**config.mk**
```make
export PLATFORM = sky130hd
export DESIGN_NAME = filter_sweep_controller
export DESIGN_NICKNAME = d
export VERILOG_FILES = /design/src/rtl/filter_sweep_controller_pkg.sv /design/src/rtl/peak_tracker.sv /design/src/rtl/filter_sweep_controller.sv
export SDC_FILE = /design/constraint.sdc
export NUM_CORES = 1
export LEC_CHECK = 0
export ABC_CLOCK_PERIOD_IN_PS = 9900
export BUFFER_PORTS_ARGS = -buffer_cell sky130_fd_sc_hd__clkbuf_2
export CORE_MARGIN = 5
export CORE_UTILIZATION = 45
export DETAILED_ROUTE_END_ITERATION = 10
export GPL_ROUTABILITY_DRIVEN = 0
export GPL_TIMING_DRIVEN = 0
export PLACE_DENSITY = 0.65
export REMOVE_ABC_BUFFERS = 1
export SETUP_SLACK_MARGIN = 0.5
export SLEW_MARGIN = 20
export SYNTH_ARGS = -nofsm -noshare
export SYNTH_HDL_FRONTEND = slang
export SYNTH_SLANG_ARGS = --single-unit
```
**constraint.sdc**
```tcl
create_clock -name clk -period 9.9 [get_ports clk]
set_clock_uncertainty 0.2 [all_clocks]
set_input_delay 1.98 -clock clk [delete_from_list [all_inputs] [get_ports clk]]
set_output_delay 1.98 -clock clk [all_outputs]
set_load 0.02 [all_outputs]
```
**src/rtl/filter_sweep_controller_pkg.sv**
```systemverilog
// Shared types and constants for the filter frequency-response sweep controller.
//   CONFIG_REG_WIDTH    : width of period / settle / measure configuration words
//   WORD_WIDTH          : width of the signed filter output samples
//   sweep_flush_default : default number of cycles the datapath is held in reset per point
//   sweep_state_t       : sweep sequencer states
package filter_sweep_controller_pkg;

    localparam int CONFIG_REG_WIDTH    = 16;
    localparam int WORD_WIDTH          = 16;
    localparam int sweep_flush_default = 16;

    typedef enum logic [2:0] {
        IDLE,
        FLUSH,
        SETTLE,
        MEASURE,
        REPORT,
        DONE
    } sweep_state_t;

endpackage

```
**src/rtl/peak_tracker.sv**
```systemverilog
// Signed running maximum / minimum of a qualified sample stream.
//   clk, rst  : clock, asynchronous active-high reset
//   clr       : preload max to most-negative and min to most-positive
//   in        : signed sample
//   in_valid  : sample qualifier
//   max_out   : largest sample seen since the last clear
//   min_out   : smallest sample seen since the last clear
module peak_tracker
    import filter_sweep_controller_pkg::*;
#(
    parameter int WIDTH = WORD_WIDTH
) (
    input  logic                    clk,
    input  logic                    rst,
    input  logic                    clr,
    input  logic signed [WIDTH-1:0] in,
    input  logic                    in_valid,
    output logic signed [WIDTH-1:0] max_out,
    output logic signed [WIDTH-1:0] min_out
);

    localparam logic signed [WIDTH-1:0] MOST_NEG = {1'b1, {(WIDTH-1){1'b0}}};
    localparam logic signed [WIDTH-1:0] MOST_POS = {1'b0, {(WIDTH-1){1'b1}}};

    always_ff @(posedge clk or posedge rst) begin
        if (rst) begin
            max_out <= MOST_NEG;
            min_out <= MOST_POS;
        end else if (clr) begin
            max_out <= MOST_NEG;
            min_out <= MOST_POS;
        end else if (in_valid) begin
            if (in > max_out) max_out <= in;
            if (in < min_out) min_out <= in;
        end
    end

endmodule

```
**src/rtl/filter_sweep_controller.sv**
```systemverilog
// Frequency-response sweep sequencer for the sine_gen -> cascade_low_pass_filter
// datapath. For each period point it flushes the datapath, discards a number of
// settling samples, measures peak-to-peak amplitude and streams one result out.
//   clk, rst                 : clock, asynchronous active-high reset
//   start / abort            : begin a sweep when idle / cancel from any state
//   period_start/stop/step   : inclusive period range and increment
//   settle_cycles            : valid samples discarded after the flush
//   measure_cycles           : valid samples measured (0 behaves as 1)
//   stage_mask_in            : filter stage mask, latched at start
//   sample_in, sample_valid  : filter output stream
//   period_out, stage_en_out : datapath programming
//   filt_rst                 : datapath reset, high outside SETTLE/MEASURE/REPORT
//   res_valid/ready/period/pp: result stream (pp is unsigned max-min)
//   busy, done, cfg_err      : status; done and cfg_err are one-cycle pulses
module filter_sweep_controller
    import filter_sweep_controller_pkg::*;
#(
    parameter int NUM_STAGES   = 8,
    parameter int FLUSH_CYCLES = sweep_flush_default
) (
    input  logic                          clk,
    input  logic                          rst,
    input  logic                          start,
    input  logic                          abort,
    input  logic [CONFIG_REG_WIDTH-1:0]   period_start,
    input  logic [CONFIG_REG_WIDTH-1:0]   period_stop,
    input  logic [CONFIG_REG_WIDTH-1:0]   period_step,
    input  logic [CONFIG_REG_WIDTH-1:0]   settle_cycles,
    input  logic [CONFIG_REG_WIDTH-1:0]   measure_cycles,
    input  logic [NUM_STAGES-1:0]         stage_mask_in,
    input  logic signed [WORD_WIDTH-1:0]  sample_in,
    input  logic                          sample_valid,
    output logic [CONFIG_REG_WIDTH-1:0]   period_out,
    output logic [NUM_STAGES-1:0]         stage_en_out,
    output logic                          filt_rst,
    output logic                          res_valid,
    input  logic                          res_ready,
    output logic [CONFIG_REG_WIDTH-1:0]   res_period,
    output logic [WORD_WIDTH:0]           res_pp,
    output logic                          busy,
    output logic                          done,
    output logic                          cfg_err
);

    localparam int CW  = CONFIG_REG_WIDTH;
    localparam int WW  = WORD_WIDTH;
    localparam int FCW = $clog2(FLUSH_CYCLES + 1);
    localparam logic [FCW-1:0] FLUSH_LAST = FCW'(FLUSH_CYCLES - 1);

    // Difference of two signed words, widened by one bit so it can never wrap.
    function automatic logic [WW:0] peak_to_peak(input logic signed [WW-1:0] hi,
                                                 input logic signed [WW-1:0] lo);
        return {hi[WW-1], hi} - {lo[WW-1], lo};
    endfunction

    sweep_state_t state_q, state_d;

    logic [CW-1:0]         period_q, period_d;   // also the current sweep point
    logic [NUM_STAGES-1:0] stage_q, stage_d;
    logic                  filt_rst_q, filt_rst_d;
    logic                  res_valid_q, res_valid_d;
    logic [CW-1:0]         res_period_q, res_period_d;
    logic [WW:0]           res_pp_q, res_pp_d;
    logic                  busy_q, busy_d;
    logic                  done_q, done_d;
    logic                  cfg_err_q, cfg_err_d;
    logic [FCW-1:0]        flush_cnt_q, flush_cnt_d;
    logic [CW-1:0]         smp_cnt_q, smp_cnt_d;

    logic [CW-1:0] stop_q, step_q, settle_q, meas_q;
    logic          load_cfg;
    logic          cfg_ok;
    logic [CW:0]   next_period;
    logic [CW-1:0] meas_last;

    logic                 peak_clr, peak_en;
    logic signed [WW-1:0] pk_max, pk_min;
    logic signed [WW-1:0] max_incl, min_incl;

    peak_tracker #(.WIDTH(WW)) u_peak (
        .clk      (clk),
        .rst      (rst),
        .clr      (peak_clr),
        .in       (sample_in),
        .in_valid (peak_en),
        .max_out  (pk_max),
        .min_out  (pk_min)
    );

    assign cfg_ok    = (period_start <= period_stop) && (period_step != '0) && (period_start != '0);
    assign meas_last = (meas_q == '0) ? '0 : meas_q - CW'(1);

    // The tracker registers the final sample on the same edge the result is
    // captured, so fold that sample in here to keep the result in step.
    assign max_incl = (sample_in > pk_max) ? sample_in : pk_max;
    assign min_incl = (sample_in < pk_min) ? sample_in : pk_min;

    always_comb begin
        state_d      = state_q;
        period_d     = period_q;
        stage_d      = stage_q;
        res_valid_d  = res_valid_q;
        res_period_d = res_period_q;
        res_pp_d     = res_pp_q;
        flush_cnt_d  = flush_cnt_q;
        smp_cnt_d    = smp_cnt_q;
        done_d       = 1'b0;
        cfg_err_d    = 1'b0;
        load_cfg     = 1'b0;
        peak_clr     = 1'b0;
        peak_en      = 1'b0;
        next_period  = {1'b0, period_q} + {1'b0, step_q};

        case (state_q)
            IDLE: begin
                if (start) begin
                    if (cfg_ok) begin
                        load_cfg    = 1'b1;
                        period_d    = period_start;
                        stage_d     = stage_mask_in;
                        flush_cnt_d = '0;
                        state_d     = FLUSH;
                    end else begin
                        cfg_err_d = 1'b1;
                    end
                end
            end
            FLUSH: begin
                if (flush_cnt_q == FLUSH_LAST) begin
                    smp_cnt_d = '0;
                    state_d   = SETTLE;
                end else begin
                    flush_cnt_d = flush_cnt_q + FCW'(1);
                end
            end
            SETTLE: begin
                // Clearing throughout SETTLE guarantees a clean tracker on MEASURE entry.
                peak_clr = 1'b1;
                if (settle_q == '0) begin
                    smp_cnt_d = '0;
                    state_d   = MEASURE;
                end else if (sample_valid) begin
                    if (smp_cnt_q == settle_q - CW'(1)) begin
                        smp_cnt_d = '0;
                        state_d   = MEASURE;
                    end else begin
                        smp_cnt_d = smp_cnt_q + CW'(1);
                    end
                end
            end
            MEASURE: begin
                peak_en = sample_valid;
                if (sample_valid) begin
                    if (smp_cnt_q == meas_last) begin
                        res_valid_d  = 1'b1;
                        res_period_d = period_q;
                        res_pp_d     = peak_to_peak(max_incl, min_incl);
                        state_d      = REPORT;
                    end else begin
                        smp_cnt_d = smp_cnt_q + CW'(1);
                    end
                end
            end
            REPORT: begin
                if (res_ready) begin
                    res_valid_d = 1'b0;
                    // The extra carry bit catches periods that would wrap past the maximum.
                    if (next_period[CW] || (next_period[CW-1:0] > stop_q)) begin
                        done_d  = 1'b1;
                        state_d = DONE;
                    end else begin
                        period_d    = next_period[CW-1:0];
                        flush_cnt_d = '0;
                        state_d     = FLUSH;
                    end
                end
            end
            DONE: begin
                state_d = IDLE;
            end
            default: begin
                state_d = IDLE;
            end
        endcase

        if (abort) begin
            state_d     = IDLE;
            period_d    = period_q;
            stage_d     = stage_q;
            res_valid_d = 1'b0;
            done_d      = 1'b0;
            cfg_err_d   = 1'b0;
            load_cfg    = 1'b0;
        end

        busy_d     = (state_d != IDLE);
        filt_rst_d = (state_d == IDLE) || (state_d == FLUSH) || (state_d == DONE);
    end

    always_ff @(posedge clk or posedge rst) begin
        if (rst) begin
            state_q      <= IDLE;
            period_q     <= CW'(1);
            stage_q      <= '0;
            filt_rst_q   <= 1'b1;
            res_valid_q  <= 1'b0;
            res_period_q <= '0;
            res_pp_q     <= '0;
            busy_q       <= 1'b0;
            done_q       <= 1'b0;
            cfg_err_q    <= 1'b0;
            flush_cnt_q  <= '0;
            smp_cnt_q    <= '0;
        end else begin
            state_q      <= state_d;
            period_q     <= period_d;
            stage_q      <= stage_d;
            filt_rst_q   <= filt_rst_d;
            res_valid_q  <= res_valid_d;
            res_period_q <= res_period_d;
            res_pp_q     <= res_pp_d;
            busy_q       <= busy_d;
            done_q       <= done_d;
            cfg_err_q    <= cfg_err_d;
            flush_cnt_q  <= flush_cnt_d;
            smp_cnt_q    <= smp_cnt_d;
        end
    end

    // Sweep configuration is pure data, captured only on an accepted start.
    always_ff @(posedge clk) begin
        if (load_cfg) begin
            stop_q   <= period_stop;
            step_q   <= period_step;
            settle_q <= settle_cycles;
            meas_q   <= measure_cycles;
        end
    end

    assign period_out   = period_q;
    assign stage_en_out = stage_q;
    assign filt_rst     = filt_rst_q;
    assign res_valid    = res_valid_q;
    assign res_period   = res_period_q;
    assign res_pp       = res_pp_q;
    assign busy         = busy_q;
    assign done         = done_q;
    assign cfg_err      = cfg_err_q;

endmodule

```
==> flow_summary.toml <==
[status]
outcome = "finished, final reports clean"

[power_and_ir_drop]
total_power_mw = 2.29
leakagePower_nw = 6.24
ir_worst_vdd_v = 0.0000916
cellPowerDensity_nw_per_um2 = 169

[detailed_routing]
routed_wire_length_per_instance_um = 18.0
via_count = 9376
drt_first_iter_violations = 639
drtPass1Iterations = 5
vias_per_cell = 5.72
drtAntennaViolNets = 0
drc = 0
routed_wirelength_um = 29500

[synthesis]
syn_area_um2 = 11800
syn_inst = 1137
syn_avg_cell_area_um2 = 10.3
ys_async_sr_fraction_pct = 64.8
synth-edff-count = 64
ys_types = 82
yosys_warnings = 0
synth-seq-cells = 182
ys.flop_type = "dfrtp_1"
ys_seq_area_share_pct = 41.6

[floorplanning]
die_w_um = 172
fp.coreArea_um2 = 25900
start_util_pct = 45.4
std_cell_rows = 59
dieArea_um2 = 29500
io_pins = 172
die_y_um = 172

[critical_path]
cp.arrival_ps = 7400
endpoint_kind = "flip-flop"
path_class = "primary input to flip-flop"
setup.worst_path.start_class = "primary input"
crit_required_ps = 10020
crit_fanout = 17

[clock_tree]
clockBufferDepth = 2
cts.sinks = 182
cts-resized-gates = 0
cts.reportedPaths.clkPinSlew_ps = 80
root_buffer = "clkbuf_16"
cts_setup_buffers = 0
cts_made_buffers = 17
cts.htree.levels = 4
hold_buffers = 0
cts_tree = "built"
clock_latency_ps = 440

[hold_path]
hold_class = "flip-flop to flip-flop"

[final_layout]
n_antenna_cell = 0
final_util_pct = 52.3
nets = 1505
drive_gt1_share_pct = 23.1
nFillCells = 2370
area_growth_pct = 15.3

[sta]
finalCriticalPeriod_ps = 7280
fmax_mhz = 137
slew_headroom_pct = 40.3
tightest_slew_ps = 884
finalHoldViolations = 0
final_max_slew_viol_count = 0
fin_tns_setup_ps = 0
post-route-period-util_pct = 73.5
setup_violations = 0
rsz0062_at_grt = "no"

[grt]
grt_pass1_wl_um = 48000
overflow = 0
grt_pass1_vias = 9347
antenna_found_initial = 2
track_usage_pct = 20.2
grt_max_degree = 66

[placed_design]
dp_hpwl_um = 22600
numPortBuffers = 171

[job]
drv.max_cap_violation_count = 0
cell type report:
type	instances	area (µm²)	share of cell area [%]
Multi-Input combinational cell	814	6340	46.7
Clock inverter	15	159	1.17
Inverter	99	379	2.79
Clock buffer	17	425	3.14
Sequential cell	182	4900	36.1
Tap cell	335	419	3.09
Timing Repair Buffer	177	945	6.96
through the flow:
step           std cells  hold WS, ps  cell area, µm²  setup WS, ps
3_5_place_dp        1607          271           13000          2200
3_3_place_gp        1601          277           12800          1870
4_1_cts             1639          284           13600          2620
2_1_floorplan       1095          243           11600          3340
5_1_grt             1639          316           13600          2230
6_report            1639          276           13600          2620
cells in the final DEF (no fill, tap or decap), drive strengths merged, types with 15 or more instances in the layout:
master and instances:
ha 102, dfstp 18, nand2 48, nand4 23, clkbuf 188, dfrtp 100, o31ai 16, o32a 15
xor2 18, inv 108, a21oi 55, nor2 62, mux2i 36, nand3 28, o21ai 39, xnor2 41
a32o 16, nor4 18, mux2 52, edfxtp 64, a21o 30, nor3 28
final timing paths:
path                                   start                end  slack (ps)  depth (start not counted)
setup / recovery                sample_in[2]         res_pp[14]        2620                         20
hold / removal                flush_cnt_q[3]     flush_cnt_q[3]         280                          1
setup reg to reg           u_peak.max_out[2]         res_pp[14]        3920                         20
hold reg to reg               flush_cnt_q[3]     flush_cnt_q[3]         280                          1
max in group asynchronous                rst  u_peak.min_out[2]        7440                          3
min in group asynchronous                rst      res_period[2]        1350                          2
critical path, stage by stage:
cell and delay, ps:
clkbuf_2 140, ha_1 340, a21o_1 190, a21o_1 180
a211o_1 280, a21o_1 180, a21o_1 170, a21oi_1 140
o221ai_1 170, nand2_1 640, mux2_2 420, ha_1 320
nor2b_1 130, o21ai_0 230, a21boi_0 240, o211ai_1 380
a21boi_0 200, o31ai_1 580, o211ai_1 180, mux2_2 290
cells by family after synthesis:
logic type / share of synthesized area (%)
and+or+nand+nor: 14.0
AOI/OAI and AO/OA: 15.8
DFF: 41.6
buffers and inverters: 4.74
adders and majority gates: 11.2
muxes: 8.23
xor gates and xnor gates: 4.39
where the power goes:
part	switching (mW)	total [mW]	internal, mW
logic	0.394	0.702	0.308
clock network	0.340	0.678	0.339
registers	0.0603	0.908	0.848
total	0.794	2.29	1.49
layer usage:
metal  global-route usage (%)  wire, µm  up-vias
li1                         -         -     4556
met1                     27.9     13600     4494
met2                     32.5     13700      282
met3                     4.67      1800       40
met4                     4.72       425        4
met5                        0        32        -
sequential cells by signal (all words and copies together) (netlist names):
name	flops
meas_q	16
u_peak.min_out	16
state_q	3
flush_cnt_q	5
done	1
period_out	16
settle_q	16
step_q	16
stop_q	16
busy	1
smp_cnt_q	16
u_peak.max_out	16
res_pp	17
stage_en_out	8
res_period	16
filt_rst	1
cfg_err	1
res_valid	1
synth_stat cells (8+ instances only):
master,n,area [µm²]
and2_1,8,50.1
o21a_1,12,90.1
or4_1,11,82.6
nor4_1,16,100
o31ai_1,16,120
ha_1,102,1280
nor3_1,28,140
or3_1,9,56.3
nor2_1,62,233
a31oi_1,10,62.6
a21oi_1,55,275
o32a_1,15,150
dfrtp_1,100,2500
o21ai_0,38,190
nand4_1,22,138
mux2_2,46,518
a21o_1,30,225
xnor2_1,41,359
nand3_1,28,140
nor2b_1,11,68.8
dfstp_2,18,473
edfxtp_1,64,1920
xor2_1,18,158
inv_1,98,368
clkbuf_1,29,109
and3_1,13,81.3
o211ai_1,10,75.1
mux2i_1,36,360
nand2_1,47,176
a32o_1,16,160
nand2b_1,14,87.6
(Power assumes the default switching activity.)
